<file path="src/rtl/seg14_scan_driver.sv">
// seg14_scan_driver: 12-digit 14-segment pad driver with dead-time blanking and optional PWM dimming (SEG14_PWM_DIM_EN)
module seg14_scan_driver #(
    parameter int DEAD_CYCLES = 2,
    parameter int PWM_BITS    = 4
) (
    input  logic                clk,
    input  logic                rst,
    input  logic                enable,
    input  logic [11:0]         sel_in,
    input  logic [13:0]         segm_in,
    input  logic [PWM_BITS-1:0] bright,
    output logic [11:0]         sel_out,
    output logic [13:0]         segm_out,
    output logic                sel_err
);
    typedef enum logic [1:0] {OFF, BLANK, ON} state_t;
    state_t      state, state_d;
    logic [3:0]  dead_cnt, dead_d;
    logic [11:0] sel_q, sel_d;
    logic [13:0] segm_q, segm_d;
    logic        q_hot, in_bad, lit;
    assign q_hot  = (sel_q != '0) && ((sel_q & (sel_q - 12'd1)) == '0);
    assign in_bad = (sel_in == '0) || ((sel_in & (sel_in - 12'd1)) != '0);
`ifdef SEG14_PWM_DIM_EN
    logic [PWM_BITS-1:0] pwm_cnt;
    // free-running brightness phase counter
    always_ff @(posedge clk or posedge rst)
        if (rst) pwm_cnt <= '0;
        else     pwm_cnt <= pwm_cnt + 1'b1;
    assign lit = (pwm_cnt < bright) || (&bright);
`else
    logic unused_bright;
    assign unused_bright = ^bright;
    assign lit = 1'b1;
`endif
    // state, counter, input capture and output registers
    always_ff @(posedge clk or posedge rst)
        if (rst) begin
            state    <= OFF;
            dead_cnt <= '0;
            sel_q    <= '0;
            segm_q   <= '0;
            sel_out  <= '0;
            segm_out <= '0;
            sel_err  <= 1'b0;
        end else begin
            state    <= state_d;
            dead_cnt <= dead_d;
            sel_q    <= sel_in;
            segm_q   <= segm_in;
            sel_out  <= sel_d;
            segm_out <= segm_d;
            sel_err  <= sel_err | in_bad;
        end
    // next state: disable wins, then any digit change (or wake-up) restarts blanking
    always_comb begin
        state_d = state;
        dead_d  = dead_cnt;
        if (!enable)
            state_d = OFF;
        else if (state == OFF || sel_in != sel_q) begin
            state_d = BLANK;
            dead_d  = 4'(DEAD_CYCLES);
        end else if (state == BLANK) begin
            dead_d  = dead_cnt - 4'd1;
            state_d = (dead_cnt == 4'd1) ? ON : BLANK;
        end
    end
    // pad drive for the coming cycle: dark unless lighting a valid one-hot digit
    always_comb begin
        sel_d  = (state_d == ON && q_hot) ? sel_q : '0;
        segm_d = (state_d == ON && q_hot && lit) ? segm_q : '0;
    end
endmodule

</file>
<file path="config.mk">
export PLATFORM = sky130hd
export DESIGN_NAME = seg14_scan_driver
export DESIGN_NICKNAME = d
export VERILOG_FILES = /design/src/rtl/seg14_scan_driver.sv
export SDC_FILE = /design/constraint.sdc
export NUM_CORES = 1
export LEC_CHECK = 0
export ABC_CLOCK_PERIOD_IN_PS = 3800
export BUFFER_PORTS_ARGS = -buffer_cell sky130_fd_sc_hd__buf_2
export CELL_PAD_IN_SITES_DETAIL_PLACEMENT = 1
export CELL_PAD_IN_SITES_GLOBAL_PLACEMENT = 1
export CORE_MARGIN = 2
export CORE_UTILIZATION = 40
export CTS_CLUSTER_DIAMETER = 150
export DETAILED_ROUTE_END_ITERATION = 16
export PLACE_DENSITY = 0.84
export SYNTH_ARGS = -nofsm -noshare
export SYNTH_HDL_FRONTEND = slang
export SYNTH_SLANG_ARGS = --single-unit
export TNS_END_PERCENT = 10
</file>
<file path="constraint.sdc">
create_clock -name clk -period 3.8 [get_ports clk]
set_input_delay 0.38 -clock clk [delete_from_list [all_inputs] [get_ports clk]]
set_output_delay 0.38 -clock clk [all_outputs]
set_load 0.005 [all_outputs]
</file>
==> flow_summary.json <==
{
  "p_per_area_nw_per_um2": 461.8,
  "place_area_um2": 2790,
  "r2r_start": "dead_cnt[1]",
  "clk_pin_slew_ps": 70,
  "num_antenna_cells": 0,
  "die_y_um": 82.34,
  "place_congestion": 0.6911,
  "fin_crit_ps": 2197,
  "final_cell_mix": "dfrtp_1 (59), buf_2 (55), nor3_2 (18)",
  "finalSetupTns_ps": 0,
  "crit_chain": "inv_1, ha_1, or3b_1, o21ai_1, nand4_4, nor3_1",
  "dp_cells": 329,
  "cp_max_fo": 24,
  "ant_nets": 0,
  "peakVddDrop_uv": 250.4,
  "syn_area_um2": 2455,
  "syn_inst": 204,
  "skew_ps": 5.775,
  "core_um2": 5921,
  "drt_iter0_drc": 57,
  "synth-seq-cells": 59,
  "power.leakage_nw": 1.429,
  "required_ps": 4040,
  "seqCellArea_um2": 1476,
  "clock.fmax_mhz": 455.1,
  "grtUsageTotal_pct": 18.10,
  "hold_violations": 0,
  "post-cts-setup-buffers": 0,
  "crit_start": "dead_cnt[1]",
  "crit_path_start_kind": "flop",
  "final_cells": 345,
  "cp-end-kind": "flop",
  "portBuffers": 55,
  "drive_gt1_share_pct": 36.30,
  "yosysSeqAreaShare_pct": 60.14,
  "grt-ovfl-total": 0,
  "cp_slowest_stage_delay_ps": 470,
  "final_util_pct": 50.95,
  "drc": 0,
  "synth_top_area_share_pct": 60.14,
  "cts-root-buf": "clkbuf_8",
  "critPathKind": "reg2reg",
  "synth_edf_count": 0,
  "status": "completed",
  "num_rows": 28,
  "first_pass_iters": 4,
  "r2r-end": "segm_out[13]",
  "synth_cell_types": 39,
  "cts_tree": "yes",
  "initial_core_util_pct": 41.46,
  "io_pins": 60,
  "multi_input_area_um2": 869.6,
  "antenna_found_initial": 0,
  "final_net_count": 300,
  "drt_wl_total_mm": 5.384,
  "tightest_slew_ps": 620.7,
  "hpwl_mm": 3.883,
  "first_global_vias": 1812,
  "synth_top_area_cell": "dfrtp_1",
  "ys_warn_count": 0,
  "die_width_um": 82.34,
  "synth.area.top_cells": "dfrtp_1 (60%), nor3_2 (7.3%), xnor2_1 (5.4%)",
  "wl_per_cell_um": 15.61,
  "fin_crit_sh_pct": 57.83,
  "h-tree-depth": 3,
  "syn_avg_cell_area_um2": 12.03,
  "setup_viol": 0,
  "via_per_inst": 5.000,
  "num_vias": 1725,
  "crit_slowest_cell": "nand4_4",
  "worst_ep_arrival_time_ps": 2440,
  "fillCellCount": 659,
  "cts_sinks": 59,
  "reg2reg_depth": 6,
  "final_common_cell": "dfrtp_1",
  "rsz0062_at_grt": "no",
  "cts_resized": 0,
  "r2r_slack_ps": 1600,
  "clock_latency_ps": 340,
  "grt_start_max_net_pins": 37,
  "grt_pass1_wl_mm": 8.852,
  "async_flop_share_pct": 100.0,
  "hold_path.class": "in2async",
  "clk_path_buf_depth": 2,
  "syn-num-nets": 239,
  "ctsHoldBuffers": 0,
  "numCtsBuffers": 9,
  "finalMaxSlewViolations": 0,
  "synth_top_flop_cell": "dfrtp_1",
  "area_growth_pct": 22.88,
  "fin_area_um2": 3017,
  "hold_slack_ps": 62.12,
  "cap_violations": 0,
  "relSlewSlack_pct": 58.49,
  "dieArea_um2": 6780
}
per-stage QoR:
stage,setup slack (ps),total power (W)
finish,1603,0.001393
global route,1363,0.001455
CTS,1552,0.001409
detailed placement,1562,0.0007654
global placement,1655,0.0007594
floorplan,1964,0.0007255
sequential cells by signal (all words and copies together), names as in the netlist:
| name | flops |
|---|---|
| segm_out | 14 |
| dead_cnt | 4 |
| sel_q | 12 |
| sel_err | 1 |
| state | 2 |
| sel_out | 12 |
| segm_q | 14 |
cells by family after synthesis:
kind of cell    Yosys count  share of synthesized area, %
simple gates             80                         21.97
flops                    59                         60.14
xor+xnor                 15                         5.352
mux                       1                        0.4078
compound gates           22                         5.709
fa+ha+maj                 4                         1.835
buf+inv                  23                         4.587
synth_stat cells, types with 2 or more instances:
cell type and n:
buf_6 3, dfrtp_1 59, o21ai_1 3, inv_1 16
maj3_1 2, nor3_1 9, nand3_1 3, a211o_1 2
nor3_2 18, nand2_1 15, nor4_1 4, buf_2 3
ha_1 2, nand3b_1 2, xnor2_1 15, o21ai_0 4
nor2_1 13, nand4_1 5, a211oi_1 2, a21oi_1 4
nor4b_1 2
worst max-delay path, delay by kind of cell (launching register included):
family / cells / cell delay [ps]
buffers and inverters: 1 / 90
adders and majority gates: 1 / 150
DFF: 1 / 390
AOI/OAI and AO/OA: 1 / 310
and+or+nand+nor: 3 / 1150
power by group:
group	switching [W]	total [W]	internal [W]
registers	0.0000182	0.000663	0.000645
clock network	0.000254	0.000641	0.000386
logic	0.0000540	0.0000891	0.0000351
layout make-up:
type	count	area share [%]
Timing Repair Buffer	57	9.623
Clock inverter	6	2.945
Clock buffer	10	4.562
Tap cell	75	3.111
Inverter	16	1.991
Sequential cell	59	48.94
Multi-Input combinational cell	122	28.83
how the worst max path moves through the flow:
stage | slack (ps) | endpoint
final | 1600 | segm_out[13]
after global routing | 1360 | segm_out[13]
after CTS | 1550 | segm_out[11]
after detailed placement | 1560 | segm_out[11]
after global placement | 1660 | segm_out[0]
after floorplan | 1960 | dead_cnt[0]
metal layers:
layer / wire, um / vias to the layer above / track usage (%)
met1: 2263 / 850 / 22.01
met3: 377 / 6 / 7.065
met4: 65 / 0 / 5.500
met2: 2676 / 54 / 29.68
li1: - / 815 / -
met5: 0 / - / 0
Power figures use the tool's default switching activity.
